**src/rtl/ultrasonic_scheduler.sv**
```systemverilog
// Round-robin ultrasonic ranging scheduler: one shared echo timer
// serves N sensors, publishing width, timeout and obstacle per sensor.
module ultrasonic_scheduler #(
  parameter int N_SENSORS    = 4,
  parameter int WIDTH        = 22,
  parameter int TRIG_CYCLES  = 500,
  parameter int ECHO_TIMEOUT = 1500000,
  parameter int GAP_CYCLES   = 3000000,
  parameter int THRESH       = 55000
) (
  input  logic                         fpgaclk,
  input  logic                         reset_n,
  input  logic                         enable,
  input  logic [N_SENSORS-1:0]         echo,
  output logic [N_SENSORS-1:0]         trigger,
  output logic [N_SENSORS-1:0]         obstacle,
  output logic                         result_valid,
  output logic [$clog2(N_SENSORS)-1:0] result_id,
  output logic [WIDTH-1:0]             result_width,
  output logic                         result_timeout,
  output logic                         busy
);
  localparam int IDW = $clog2(N_SENSORS);
  localparam logic [WIDTH-1:0] TRIG_LAST = WIDTH'(TRIG_CYCLES - 1);
  localparam logic [WIDTH-1:0] GAP_LAST  = WIDTH'(GAP_CYCLES - 1);
  localparam logic [WIDTH-1:0] TO_LAST   = WIDTH'(ECHO_TIMEOUT - 1);
  localparam logic [WIDTH-1:0] TO_VAL    = WIDTH'(ECHO_TIMEOUT);
  localparam logic [WIDTH:0]   THR       = (WIDTH+1)'(THRESH);
  localparam logic [IDW-1:0]   CH_LAST   = IDW'(N_SENSORS - 1);

  if ((ECHO_TIMEOUT >> WIDTH) != 0 || (GAP_CYCLES >> WIDTH) != 0 ||
      (TRIG_CYCLES >> WIDTH) != 0 || ECHO_TIMEOUT < 2 ||
      TRIG_CYCLES < 1 || GAP_CYCLES < 1 ||
      N_SENSORS < 2 || N_SENSORS > 16) begin : g_bad_cfg
    $error("ultrasonic_scheduler: illegal parameter set");
  end

  typedef enum logic [2:0] {
    S_IDLE, S_TRIG, S_WAIT, S_MEAS, S_GAP
  } state_t;

  state_t               state_q, state_d;
  logic [IDW-1:0]       ch_q, ch_d;
  logic [WIDTH-1:0]     cnt_q, cnt_d;
  logic [N_SENSORS-1:0] sync1_q, sync2_q, prev_q;
  logic [N_SENSORS-1:0] trigger_q, trigger_d;
  logic [N_SENSORS-1:0] obstacle_q, obstacle_d;
  logic                 valid_q, valid_d;
  logic                 to_q, to_d;
  logic                 busy_q, busy_d;
  logic [IDW-1:0]       id_q, id_d;
  logic [WIDTH-1:0]     width_q, width_d;
  logic                 echo_lvl, echo_rise;
  logic                 done, done_to;
  logic [WIDTH-1:0]     done_w;

  // Only the selected channel is observed; prev_q makes a level
  // already high on WAIT entry invisible until it falls and rises.
  assign echo_lvl  = sync2_q[ch_q];
  assign echo_rise = sync2_q[ch_q] & ~prev_q[ch_q];

  always_comb begin
    state_d    = state_q;
    ch_d       = ch_q;
    cnt_d      = cnt_q;
    obstacle_d = obstacle_q;
    id_d       = id_q;
    width_d    = width_q;
    to_d       = to_q;
    valid_d    = 1'b0;
    done       = 1'b0;
    done_to    = 1'b0;
    done_w     = '0;
    unique case (state_q)
      S_IDLE: begin
        if (enable) begin
          state_d = S_TRIG;
          cnt_d   = '0;
        end
      end
      S_TRIG: begin
        if (cnt_q == TRIG_LAST) begin
          state_d = S_WAIT;
          cnt_d   = '0;
        end else begin
          cnt_d = cnt_q + 1'b1;
        end
      end
      S_WAIT: begin
        if (echo_rise) begin
          state_d = S_MEAS;
          cnt_d   = WIDTH'(1);
        end else if (cnt_q >= TO_LAST) begin
          done    = 1'b1;
          done_to = 1'b1;
          done_w  = TO_VAL;
        end else begin
          cnt_d = cnt_q + 1'b1;
        end
      end
      S_MEAS: begin
        if (!echo_lvl) begin
          done   = 1'b1;
          done_w = cnt_q;
        end else if (cnt_q >= TO_LAST) begin
          done    = 1'b1;
          done_to = 1'b1;
          done_w  = TO_VAL;
        end else begin
          cnt_d = cnt_q + 1'b1;
        end
      end
      S_GAP: begin
        if (cnt_q == GAP_LAST) begin
          ch_d    = (ch_q == CH_LAST) ? '0 : ch_q + 1'b1;
          state_d = enable ? S_TRIG : S_IDLE;
          cnt_d   = '0;
        end else begin
          cnt_d = cnt_q + 1'b1;
        end
      end
      default: state_d = S_IDLE;
    endcase
    if (done) begin
      state_d          = S_GAP;
      cnt_d            = '0;
      valid_d          = 1'b1;
      id_d             = ch_q;
      width_d          = done_w;
      to_d             = done_to;
      obstacle_d[ch_q] = !done_to && ({1'b0, done_w} < THR);
    end
    trigger_d = (state_d == S_TRIG) ? (N_SENSORS'(1) << ch_d) : '0;
    busy_d    = (state_d != S_IDLE);
  end

  always_ff @(posedge fpgaclk or negedge reset_n) begin
    if (!reset_n) begin
      state_q    <= S_IDLE;
      ch_q       <= '0;
      cnt_q      <= '0;
      sync1_q    <= '0;
      sync2_q    <= '0;
      prev_q     <= '0;
      trigger_q  <= '0;
      obstacle_q <= '0;
      valid_q    <= 1'b0;
      id_q       <= '0;
      width_q    <= '0;
      to_q       <= 1'b0;
      busy_q     <= 1'b0;
    end else begin
      state_q    <= state_d;
      ch_q       <= ch_d;
      cnt_q      <= cnt_d;
      sync1_q    <= echo;
      sync2_q    <= sync1_q;
      prev_q     <= sync2_q;
      trigger_q  <= trigger_d;
      obstacle_q <= obstacle_d;
      valid_q    <= valid_d;
      id_q       <= id_d;
      width_q    <= width_d;
      to_q       <= to_d;
      busy_q     <= busy_d;
    end
  end

  assign trigger        = trigger_q;
  assign obstacle       = obstacle_q;
  assign result_valid   = valid_q;
  assign result_id      = id_q;
  assign result_width   = width_q;
  assign result_timeout = to_q;
  assign busy           = busy_q;
endmodule
```
**config.mk**
```make
export PLATFORM = sky130hd
export DESIGN_NAME = ultrasonic_scheduler
export DESIGN_NICKNAME = d
export VERILOG_FILES = /design/src/rtl/ultrasonic_scheduler.sv
export SDC_FILE = /design/constraint.sdc
export NUM_CORES = 1
export LEC_CHECK = 0
export ABC_CLOCK_PERIOD_IN_PS = 2600
export BUFFER_PORTS_ARGS = -buffer_cell sky130_fd_sc_hd__buf_4
export CAP_MARGIN = 20
export CORE_AREA = 2 2 62 122
export CTS_BUF_LIST = sky130_fd_sc_hd__clkbuf_8
export DETAILED_ROUTE_END_ITERATION = 10
export DIE_AREA = 0 0 64 124
export PLACE_DENSITY = 0.77
export SLEW_MARGIN = 0
export SYNTH_ARGS = -nofsm -noshare
export SYNTH_HDL_FRONTEND = slang
export SYNTH_SLANG_ARGS = --single-unit
```
**constraint.sdc**
```tcl
create_clock -name fpgaclk -period 2.6 [get_ports fpgaclk]
set_clock_uncertainty 0.1 [all_clocks]
set_input_delay 0.39 -clock fpgaclk [delete_from_list [all_inputs] [get_ports fpgaclk]]
set_output_delay 0.39 -clock fpgaclk [all_outputs]
set_load 0.02 [all_outputs]
```
==> results <==
- Counting both buffers and inverters, the worst setup path holds a total of 0.
- The residual overflow from global routing is 0.
- 0 antenna diodes ended up in the layout.
- Input and output buffers added on the ports amount to 41.
- The remaining number of nets flagged by the antenna check after routing is 0.
- The average cell area after synthesis is 10.5 um^2.
- The kind of capture point of the worst setup path is a flip-flop.
- By area, the combinational part of the netlist is dominated by compound AO/OA/AOI/OAI gates.
- In this run, the number of DRC markers left after iteration 0 of detailed routing was 372.
- After clock tree synthesis, the setup repair step added 0 buffers.
- The worst setup path is of the reg -> reg kind.
- Pin placement for this block handled 42 I/O pins.
- The number of instances in the synthesized netlist is 359.
- After Yosys synthesis, XOR and XNOR cells account for 0% of the synthesized area.
- The flow ran to the end, and the final reports show no timing, DRC or antenna violations.
- The smallest hold slack is 31.4 ps.
- The global-route wire length before repair is 17.1 mm.
- In the layout the commonest cells are buf_4 (76), dfrtp_1 (71), nand2_1 (31), nor2_1 (22), a22o_1 (18).
- Global routing consumed, over all layers together, 29.3% of the routing resources.
- Cells fill 65.7% of the core in the end.
- The least setup slack across all paths after layout is 92.2 ps.
- TritonCTS built the clock tree.
- The most common cell after layout, fill and taps aside is buf_4.
- Cell internal power was estimated by the tool at 1.80 mW.
- The clock-pin transition on the worst setup and hold timing paths is 70 ps.
- Summing the areas of all and, or, nand and nor instances in the mapped netlist gives 18.0% of the synthesized area.
- Summing the sequential cell areas from Yosys gives 49.3% of the chip area.
- In this run the tightest slew margin relative to its limit is 38.8%.
- Measured against the total synthesized area, the mux share comes to 4.90%.
- Counting along the longest clock path gives a buffer depth of 2.
- The largest net degree at the start of global routing is 75.
- The total vias in the final route is 3246.
- The placer's final routability congestion estimate is 0.957.
- The synthesized flop and latch total is 74.
- Buffers inserted to repair hold after CTS numbered 0.
- Setup repair after global routing could not meet its margin everywhere.
- The cell family contributing the most delay on the critical path is compound AO/OA/AOI/OAI gates.
- The cell sitting at the root of the clock tree is a clkbuf_8.
- The share of cells above drive strength 1 is 28.3%.
- The die is 64 um wide.
- The clock period minus worst slack is 2510 ps.
- The worst-path cell with the longest stage delay is dfrtp_1.
- The number of global-route vias before repair was 3347.
- Clock latency on the worst-skew pair, taken at its later pin, is 370 ps.
- In this run, placement finished with an instance count of 498.
- The synthesized netlist net count is 371.
- Along the worst path, the maximum fanout reaches 7.
- The compound-gate portion of the synthesized area is 20.9%.
- Summed over all nets, the switching power comes to 0.682 mW.
- IR analysis of the VDD net gives a maximum drop of 0.000428 V.
- At the placement stage, the worst setup path has a slack of 0.603 ps.
- Registers take 1860 um^2.
- The number of buffers inserted during clock tree synthesis is 9.
- Counting flops with a built-in enable in the synthesized netlist gives 0.
- In the final layout, the multi-input gates occupy 1760 um^2.
- The reported leakage power is 2.08 nW.
- Per report_power, the clock group accounts for 33.0% of the total.
- The number of slew-limit violations in the final report is 0.
- The number of rows in the core area is 43.
- Sequential cells account for 51.3% of the total power.
- The maximum single-stage delay on the critical path is 550 ps.
- For this configuration, the core starts out at a cell density of 54.1%.
- The total number of yosys warnings is 0.
- After synthesis, the netlist uses 58 different library cells.
- The startpoint type of the worst setup path is a flip-flop.
- The tool flagged a number of max-cap violations equal to 0.
- Dividing the final minimum period by the clock period gives 96.5%.
- The total area inside the core boundary comes to 6940 um^2.
- The post-detailed-route via-to-cell ratio is 6.32.
- For this design, the sink count on the clock tree is 74.
- For the worst setup path, the data required time is 2750 ps.
- The layout-stage area growth over the synthesis result is 21.4%.
- In this run the worst hold path is classified as in -> reg.
- For the pin with the worst max-slew slack, the measured transition is 919 ps.
- The total count of hold-check failures in the final report is 0.
- The detailed router used layers up to and including met4.
- Walking the worst path, the cells encountered are nand4_1 > a2111o_1 > o21a_1 > nor3_1 > a21oi_1 > mux2_2.
- The top achievable clock speed is 0.399 GHz.
- The deepest level of the CTS H-tree is 3.
- Setup violations remaining at the end of the flow were counted as 0.
- The overall die area is 7940 um^2.
- The post-route non-filler standard cell count is 514.
- The count of unresolved DRC violations after routing is 0.
- For this run, asynchronously set or reset flops after synthesis account for 100%.
- Of the total power, the share spent switching nets is 27.5%.
- The initial antenna violation count is 0.
- The final routed wirelength across all metal layers is 10.8 mm.
- Among all flip-flop cells after synthesis, the most frequent one is dfrtp_1.
- The met1 routed wirelength after detailed routing is 3.79 mm.
- The overall die height is 124 um.
- The cell area after synthesis is 3750 um^2.
- After the last flow step, the layout net total stands at 431.
- The total power per unit cell area is 545 nW/um^2.
- The filler cells instantiated in the layout total 570.
- The average wire length per cell after detail routing is 21.0 um.
- The count of TritonRoute iterations in the first routing pass is 5.
- The length of routed met2 wiring is 5.88 mm.
- The sum of net half-perimeters after detailed placement is 7.90 mm.
- STA puts the critical path data arrival time at 2660 ps.
- Of the total power, combinational logic draws 15.6%.
- The synthesized netlist devotes 1.67% of its cell area to adder and majority cells.
- The met3 layer wire length in the routed design is 516 um.
-- cell usage after synthesis (2+ instances only) --
cell       instances  area, um^2
a31oi_1            8        50.1
nor4_1             7        43.8
o31ai_1            6        45.0
inv_1              9        33.8
nand2b_1           5        31.3
o2111ai_1          3        26.3
a32oi_1            2        17.5
dfrtp_1           74        1850
nor3_1             7        35.0
nand3_1           10        50.1
a22o_1            18         158
o211ai_1           5        37.5
mux4_2             2        45.0
nand3b_1           3        22.5
nor2b_1            2        12.5
nor4_4             2        42.5
a21oi_2            2        17.5
nand4_1            8        50.1
a21oi_1           12        60.1
or4_1              2        15.0
clkbuf_1          11        41.3
o311a_1            2        20.0
ha_1               5        62.6
o21ai_1            3        15.0
mux2i_1            6        60.1
a221o_1           11         110
and4b_1            2        20.0
o21a_1             2        15.0
or3_1              5        31.3
a21o_1             3        22.5
mux2_2             7        78.8
o21ai_0            8        40.0
nand2_1           31         116
and3_1             6        37.5
o21bai_1           2        15.0
buf_6              2        22.5
buf_2             14        70.1
a31o_1             6        52.6
nor2_1            23        86.3
and2_1             5        31.3
-- cell type report --
class | instances | area share, %
sequential | 74 | 40.7
multi-input combinational | 245 | 38.7
timing repair buffer | 78 | 13.2
clock buffer | 12 | 3.62
tap | 90 | 2.47
inverter | 11 | 0.906
clock inverter | 4 | 0.412
-- final timing paths --
| path | from | end | slack, ps | cells after the start |
|---|---|---|---|---|
| max | cnt_q[15] | obstacle[0] | 90 | 6 |
| min | echo[1] | sync1_q[1] | 30 | 1 |
| max reg2reg | cnt_q[15] | obstacle[0] | 90 | 6 |
| min reg2reg | sync1_q[0] | sync2_q[0] | 260 | 0 |
| max in group asynchronous | reset_n | ch_q[0] | 1690 | 1 |
| min in group asynchronous | reset_n | result_width[2] | 50 | 1 |
-- power groups by stage --
stage               clock network (mW)  logic (mW)  registers [mW]
CTS                              0.838       0.375            1.27
detailed placement                   0       0.373            1.29
floorplan                            0       0.232            1.27
global route                     0.875       0.423            1.28
global placement                     0       0.366            1.29
finish                           0.821       0.388            1.27
-- timing repair --
action	4_1_cts	5_1_grt
gates resized for setup	1	12
hold endpoints to repair	0	0
setup endpoints to repair	3	18
pin swaps	1	0
-- sequential cells by signal, summed over array words and instances, names as in the netlist --
signal / count
cnt_q: 22
obstacle: 4
trigger: 4
prev_q: 4
result_valid: 1
result_timeout: 1
ch_q: 2
state_q: 3
sync1_q: 4
result_width: 22
busy: 1
result_id: 2
sync2_q: 4
-- through the flow --
stage	power [mW]	cell area (um^2)	TNS [ps]
3_3_place_gp	1.66	4320	0
5_1_grt	2.58	4560	-24.3
4_1_cts	2.48	4510	0
6_report	2.48	4560	0
2_1_floorplan	1.50	3750	0
3_5_place_dp	1.66	4320	0
-- logic make-up after synthesis --
kind of cell	Yosys count
flops	74
buf+inv	40
mux	15
fa+ha+maj	5
compound gates	101
simple gates	124
-- metal layers --
| layer | up-vias | track usage (%) |
|---|---|---|
| met4 | 0 | 22.1 |
| li1 | 1468 | - |
| met1 | 1596 | 31.5 |
| met3 | 46 | 5.33 |
| met2 | 136 | 50.3 |
| met5 | - | 0 |
Note: power is estimated with default switching activity, not from simulation.
